--- src/rtl/cc2420_spi_master.sv ---
// cc2420_spi_master: byte-level SPI master (mode 0, MSB first) for the CC2420.
// Pulls bytes from a requester through a one-cycle InRequest handshake; the
// requester answers combinationally with InValid/Command in that cycle.
// A request answered with InValid low closes the current CSn frame.
//
// Ports:
//   Clock, Reset      system clock, synchronous active-high reset
//   InValid, Command  requester reply, sampled only while InRequest is high
//   InRequest         one-cycle request pulse
//   SO                last byte received on MISO (registered)
//   SCLK, CSn, SI     SPI pins driven to the radio
//   MISO              radio SO pin
//   LoopBack          only with CC2420_SPI_LOOPBACK_EN: receive SI instead of MISO
//
// Optional feature macro: CC2420_SPI_LOOPBACK_EN (undefined by default).
`timescale 1ns/1ps

module cc2420_spi_master #(
  parameter int unsigned CLK_DIV = 4,
  parameter int unsigned CS_HIGH = 4
) (
  input  logic       Clock,
  input  logic       Reset,
  input  logic       InValid,
  input  logic [7:0] Command,
  output logic       InRequest,
  output logic [7:0] SO,
  output logic       SCLK,
  output logic       CSn,
  output logic       SI,
`ifdef CC2420_SPI_LOOPBACK_EN
  input  logic       LoopBack,
`endif
  input  logic       MISO
);

  localparam int unsigned DIV_W = $clog2(CLK_DIV) + 1;
  localparam int unsigned GAP_W = $clog2(CS_HIGH) + 1;

  localparam logic [DIV_W-1:0] DIV_LAST = DIV_W'(CLK_DIV - 1);
  // The DONE cycle doubles as the last low cycle of bit 0, so that phase is
  // one cycle shorter; this keeps a byte at exactly 17*CLK_DIV cycles.
  localparam logic [DIV_W-1:0] DIV_LAST_FINAL = DIV_W'((CLK_DIV > 1) ? (CLK_DIV - 2) : 0);
  localparam logic [GAP_W-1:0] GAP_LAST = GAP_W'(CS_HIGH - 1);

  typedef enum logic [2:0] {
    ST_GAP,
    ST_REQ,
    ST_LEAD,
    ST_HIGH,
    ST_LOW,
    ST_DONE
  } state_t;

  state_t           state;
  logic [GAP_W-1:0] gap_cnt;
  logic [DIV_W-1:0] div_cnt;
  logic [2:0]       bit_cnt;
  logic [6:0]       tx;       // bits still to send after the one on SI
  logic [7:0]       rx;
  logic             rx_bit;

  // Receive source select
`ifdef CC2420_SPI_LOOPBACK_EN
  assign rx_bit = LoopBack ? SI : MISO;
`else
  assign rx_bit = MISO;
`endif

  // Control FSM with registered pin outputs
  always_ff @(posedge Clock) begin
    if (Reset) begin
      state     <= ST_GAP;
      gap_cnt   <= '0;
      div_cnt   <= '0;
      bit_cnt   <= '0;
      tx        <= '0;
      rx        <= '0;
      InRequest <= 1'b0;
      SO        <= 8'h00;
      SCLK      <= 1'b0;
      CSn       <= 1'b1;
      SI        <= 1'b0;
    end else begin
      InRequest <= 1'b0;
      case (state)
        ST_GAP: begin
          if (gap_cnt == GAP_LAST) begin
            state     <= ST_REQ;
            InRequest <= 1'b1;
          end else begin
            gap_cnt <= gap_cnt + GAP_W'(1);
          end
        end

        // REQ and DONE share the accept/close decision
        ST_REQ, ST_DONE: begin
          if (InValid) begin
            tx      <= Command[6:0];
            SI      <= Command[7];
            CSn     <= 1'b0;
            div_cnt <= '0;
            bit_cnt <= '0;
            state   <= ST_LEAD;
          end else begin
            CSn     <= 1'b1;
            gap_cnt <= '0;
            state   <= ST_GAP;
          end
        end

        ST_LEAD: begin
          if (div_cnt == DIV_LAST) begin
            div_cnt <= '0;
            SCLK    <= 1'b1;
            rx      <= {rx[6:0], rx_bit};
            state   <= ST_HIGH;
          end else begin
            div_cnt <= div_cnt + DIV_W'(1);
          end
        end

        ST_HIGH: begin
          if (div_cnt == DIV_LAST) begin
            div_cnt <= '0;
            SCLK    <= 1'b0;
            if (bit_cnt == 3'd7) begin
              // Last bit: SI holds; with CLK_DIV=1 the final low phase is empty
              if (CLK_DIV == 1) begin
                SO        <= rx;
                InRequest <= 1'b1;
                state     <= ST_DONE;
              end else begin
                state <= ST_LOW;
              end
            end else begin
              SI    <= tx[6];
              tx    <= {tx[5:0], 1'b0};
              state <= ST_LOW;
            end
          end else begin
            div_cnt <= div_cnt + DIV_W'(1);
          end
        end

        ST_LOW: begin
          if (bit_cnt == 3'd7) begin
            if (div_cnt == DIV_LAST_FINAL) begin
              div_cnt   <= '0;
              SO        <= rx;
              InRequest <= 1'b1;
              state     <= ST_DONE;
            end else begin
              div_cnt <= div_cnt + DIV_W'(1);
            end
          end else if (div_cnt == DIV_LAST) begin
            div_cnt <= '0;
            bit_cnt <= bit_cnt + 3'd1;
            SCLK    <= 1'b1;
            rx      <= {rx[6:0], rx_bit};
            state   <= ST_HIGH;
          end else begin
            div_cnt <= div_cnt + DIV_W'(1);
          end
        end

        default: begin
          CSn     <= 1'b1;
          SCLK    <= 1'b0;
          gap_cnt <= '0;
          state   <= ST_GAP;
        end
      endcase
    end
  end

endmodule

--- config.mk ---
export PLATFORM = sky130hd
export DESIGN_NAME = cc2420_spi_master
export DESIGN_NICKNAME = d
export VERILOG_FILES = /design/src/rtl/cc2420_spi_master.sv
export SDC_FILE = /design/constraint.sdc
export NUM_CORES = 1
export LEC_CHECK = 0
export BUFFER_PORTS_ARGS = -buffer_cell sky130_fd_sc_hd__buf_2
export CAP_MARGIN = 40
export CORE_ASPECT_RATIO = 1.75
export CORE_MARGIN = 8
export CORE_UTILIZATION = 30
export DETAILED_ROUTE_END_ITERATION = 7
export PLACE_DENSITY_LB_ADDON = 0.05
export SLEW_MARGIN = 40
export SYNTH_ARGS = -nofsm -noshare
export SYNTH_HDL_FRONTEND = slang
export SYNTH_SLANG_ARGS = --single-unit
--- constraint.sdc ---
create_clock -name Clock -period 1.8 [get_ports Clock]
set_input_delay 0.18 -clock Clock [delete_from_list [all_inputs] [get_ports Clock]]
set_output_delay 0.18 -clock Clock [all_outputs]
set_load 0.02 [all_outputs]
# [Word-level counts from Yosys, hierarchy flattened]
# Cells that the tools add are included.
[word_totals] in_bits=12 regBits=39 elab_cells=91 output_inout_bits=12
[op_classes] n_addsub=3 n_reduce_logical=18 bitwise_logic=2 n_eq_ne=18 n_mux=39
[op_table] operator="2-to-1 mux 3 bit" count=13
[op_table] operator="2-to-1 mux 7 bit" count=3
[op_table] operator="one-hot mux 3 bit (3 select lines)" count=2
[op_table] operator="2-to-1 mux 8 bit" count=2
[op_table] operator="!= test 2 bit, second input constant" count=8
[op_table] operator="one-hot mux 8 bit (2 select lines)" count=1
[op_table] operator="equality test 3 x 2 -> 1 bit, second input constant" count=5
[op_table] operator="one-hot mux 3 bit (5 select lines)" count=1
[op_table] operator="one-hot mux 7 bit (2 select lines)" count=1
[op_table] operator="AND reduction 3 bit" count=4
[op_table] operator="2-to-1 mux 1 bit" count=10
[op_table] operator="adder 3 x 1 -> 3 bit, second input constant" count=3
[op_table] operator="equality test 3 bit, second input constant" count=3
[op_table] operator="AND reduction 4 bit" count=2
[op_table] operator="one-hot mux 1 bit (2 select lines)" count=3
[op_table] operator="one-hot mux 3 bit (2 select lines)" count=1
[op_table] operator="nonzero test 2 bit" count=3
[op_table] operator="OR reduction 3 bit" count=2
[op_table] operator="one-hot mux 1 bit (4 select lines)" count=1
[op_table] operator="AND reduction 2 bit" count=2
[op_table] operator="OR reduction 2 bit" count=2
[op_table] operator="OR reduction 4 bit" count=1
[op_table] operator="equality test 3 x 1 -> 1 bit, second input constant" count=1
[op_table] operator="logical NOT 3 bit" count=1
[op_table] operator="4 further kinds" count=5

# [Depth between registers and ports, before layout]
[depth] depth_word=4 mapped_depth=8 ltp_nobuf=6

# [Worst setup path before layout]
# Ideal clock, no wire load.
[synth_path] path_type="register -> register" from="register bit_cnt[0]" to="register rx[0]" stages_incl_launch_ff=8 setup_time_ps=128 path_slack_ps=-43 path_buffers=1 arrival_time_ps=1715 t_required_ps=1672 period_less_slack_ps=1843 path_cell_list="dfxtp_1 > ha_1 > ha_1 > or3b_1 > a211o_1 > buf_6 > mux2i_1 > nor2_1"
[synth_between] elab_chain_cells=3
[synth_lines] item="start: declaration" line_no="58" text="logic [2:0] bit_cnt;"
[synth_lines] item="start signal: assignment" line_no="158" text="bit_cnt <= bit_cnt + 3'd1;"
[synth_lines] item="equality test 3 bit" line_no="147" text="if (bit_cnt == 3'd7) begin"
[synth_lines] item="!= test 2 bit (no source line)"
[synth_lines] item="AND reduction 2 bit (no source line)"
[synth_lines] item="end signal: assignment" line_no="116" text="rx <= {rx[6:0], rx_bit};"
[synth_lines] item="end signal: assignment" line_no="160" text="rx <= {rx[6:0], rx_bit};"
[synth_lines] item="end: declaration" line_no="60" text="logic [7:0] rx;"
# No other way between the ends.
# A chain may end at the register's enable or synchronous reset.

# [Final worst setup path]
[layout_path] from="register bit_cnt[1]" to="register rx[3]"
# Same word-level chain as after synthesis.

==> flow_summary.json <==
{
  "cts_tree": "yes",
  "layout_common_cells": "dfxtp_1 (36), nor2_1 (35), buf_2 (23)",
  "fill_cells": 657,
  "finalPower_mw": 2.146,
  "drt_iter0_drc": 87,
  "avgSynthCellArea_um2": 8.822,
  "met2_length_um": 2545,
  "fmax_mhz": 563.6,
  "clock-root-buffer": "clkbuf_8",
  "synth_edf_count": 0,
  "row_count": 38,
  "powerDensity_nw_per_um2": 866.4,
  "place_hpwl_um": 3462,
  "insertion_delay_ns": 0.30,
  "syn_nets": 237,
  "h-tree-depth": 2,
  "design_area_um2": 2477,
  "setup_viol": 0,
  "route.detailed.drc": 0,
  "initial_core_util": 0.3083,
  "multiInputGateArea_um2": 1104,
  "drtPass1Iterations": 4,
  "pre_cts_ws_ns": -0.1224,
  "worstSetupStartpointType": "flip-flop",
  "vias": 1640,
  "final_min_period_over_clock_period": 0.9858,
  "yosysWarningCount": 0,
  "io_pins": 24,
  "reg2reg_depth": 6,
  "status": "finished, final reports clean",
  "area_growth_syn_to_layout_pct": 30.01,
  "first_global_vias": 1783,
  "critPathRequiredTime_ns": 1.96,
  "portBuffers": 23,
  "rsz0062_at_grt": "true",
  "synth_top_area_cell": "dfxtp_1",
  "hold_start": "MISO",
  "max_stage_delay_ns": 0.41,
  "die_h_um": 121.4,
  "r2r-start": "bit_cnt[1]$_SDFFE_PP0P_",
  "synth.distinct_cells": 46,
  "hold_class": "primary input to flip-flop",
  "synth_area_um2": 1906,
  "finalWorstSetupSlack_ns": 0.02561,
  "core_um2": 6181,
  "async_flop_share": 0,
  "path_clk_slew_ns": 0.08,
  "antenna_found_initial": 0,
  "grt_overflow_total": 0,
  "die_x_um": 76.25,
  "m1WireLength_um": 1973,
  "crit_chain": "ha_4 -> ha_4 -> or3b_4 -> a211o_4 -> mux2i_1 -> nor2_1",
  "clock-sinks": 39,
  "wire_per_inst_um": 14.21,
  "cts_buffers": 5,
  "seq_area_frac_synth": 0.4097,
  "critPathMostFrequentCell": "ha_4",
  "final_core_util": 0.4008,
  "max_slew_margin": 0.5751,
  "worst_pin_slew_ns": 0.6373,
  "critPathTopFamily": "simple AND/OR/NAND/NOR gates",
  "critPathArrivalTime_ns": 1.94,
  "die_area_um2": 9258,
  "crit_type": "flip-flop to flip-flop",
  "cp-end-kind": "flip-flop",
  "diodes": 0,
  "synth_top_area_frac": 0.4097,
  "track_usage": 0.1065,
  "whs_ns": 0.1127,
  "min_period_ns": 1.774,
  "cap_viol_max_count": 0,
  "drv_slew": 0,
  "crit_start": "bit_cnt[1]$_SDFFE_PP0P_",
  "syn_inst": 216,
  "seq_area_um2": 784.5,
  "synthFlopType": "dfxtp_1",
  "fin_nets": 277,
  "drt_wl_total_um": 4788,
  "min_path_cells": 3,
  "layout_commonest_cell": "dfxtp_1",
  "synthTopCellsByArea": "dfxtp_1 (41%), mux2i_1 (8.9%), nor2_1 (6.9%)",
  "clock_skew_ns": 0.004404,
  "layout-drive-gt1-share": 0.2763,
  "cp.buffers_inverters": 0,
  "worst-path-stages": 6,
  "p_leak_nw": 1.040,
  "grt_pass1_wl_um": 8114,
  "grt_max_degree": 34,
  "hold_violations": 0,
  "cts_buffer_depth": 2,
  "ys_ff_latch": 39,
  "detail_route.vias_per_cell": 4.866,
  "cp_slowest_cell": "a211o_4",
  "highest_layer": "met4",
  "ant_nets": 0,
  "worst-path-max-fanout": 8,
  "post_dp_cell_area_um2": 2246,
  "met3_length_um": 160,
  "ir_drop_v": 0.0005399,
  "gp_congestion": 0.7068
}
-- registers in the layout, summed over array words and instances, names as in the netlist, 3 cells and up --
register  flops
SO            8
rx            8
tx            7
bit_cnt       3
div_cnt       3
gap_cnt       3
state         3
-- metal layers --
layer	up-vias	GRT usage
met3	9	0.02596
met4	0	0.05569
li1	837	-
met2	31	0.2014
met5	-	0
met1	763	0.1038
-- layout make-up --
class | instances | share of cell area
flip-flops and latches | 39 | 0.3167
multi-input cells | 156 | 0.4455
clock buffers | 6 | 0.03333
clock inverters | 2 | 0.01414
inverters | 7 | 0.01061
well taps | 80 | 0.04040
repair buffers | 47 | 0.1394
-- per-stage QoR --
| step | std cells | setup TNS (ns) |
|---|---|---|
| after global routing | 337 | -0.3581 |
| after floorplan | 216 | 0 |
| final | 337 | 0 |
| after global placement | 326 | -0.6759 |
| after CTS | 334 | 0 |
| after detailed placement | 326 | -0.8768 |
-- where the power goes --
group          leakage (nW)  internal, mW  switching (mW)
Combinational         0.662         0.203           0.214
Clock                0.0612         0.449           0.318
Sequential            0.317         0.923          0.0388
Total                  1.04          1.58           0.571
-- cells by family (layout without fill, tap and decap cells) --
family          Yosys count  count (layout)  share of synthesized area
mux                      17              17                    0.08930
compound gates           40              40                     0.1497
simple gates             90              90                     0.2377
fa+ha+maj                 9               9                    0.05909
buf+inv                  21              62                    0.05449
flops                    39              39                     0.4097
-- cells in the mapped netlist, types with 2 or more instances --
master    number
nor2_1        35
ha_1           9
a21o_1         2
or3b_1         2
inv_1          6
o21ai_0        2
clkbuf_1       4
mux2i_1       17
dfxtp_1       39
a22oi_1        2
nor3_1         3
a21oi_1        9
nor2b_1        7
buf_2          5
o21ai_1        4
nand2_1       14
nand2b_1       5
buf_4          3
a311oi_1       8
nor3b_1        2
nand3_1       12
o31ai_1        2
-- worst register-to-register path: stages, from the launching register on --
cell,delay [ns]
dfxtp_2,0.34
ha_4,0.16
ha_4,0.15
or3b_4,0.37
a211o_4,0.41
mux2i_1,0.17
nor2_1,0.05
-- final timing paths --
kind	to	slack, ns
max	rx[3]$_SDFFE_PP0P_	0.03
min	rx[0]$_SDFFE_PP0P_	0.11
max reg2reg	rx[3]$_SDFFE_PP0P_	0.03
min reg2reg	gap_cnt[2]$_SDFFE_PP0P_	0.46
-- timing repair --
| item | 4_1_cts | 5_1_grt |
|---|---|---|
| setup endpoints to repair | 10 | 20 |
| resized for setup | 7 | 11 |
| hold buffers | 0 | 0 |
| pin swaps | 2 | 6 |
| setup buffers | 0 | 2 |
| gates cloned | 0 | 1 |
(Power assumes the default switching activity.)
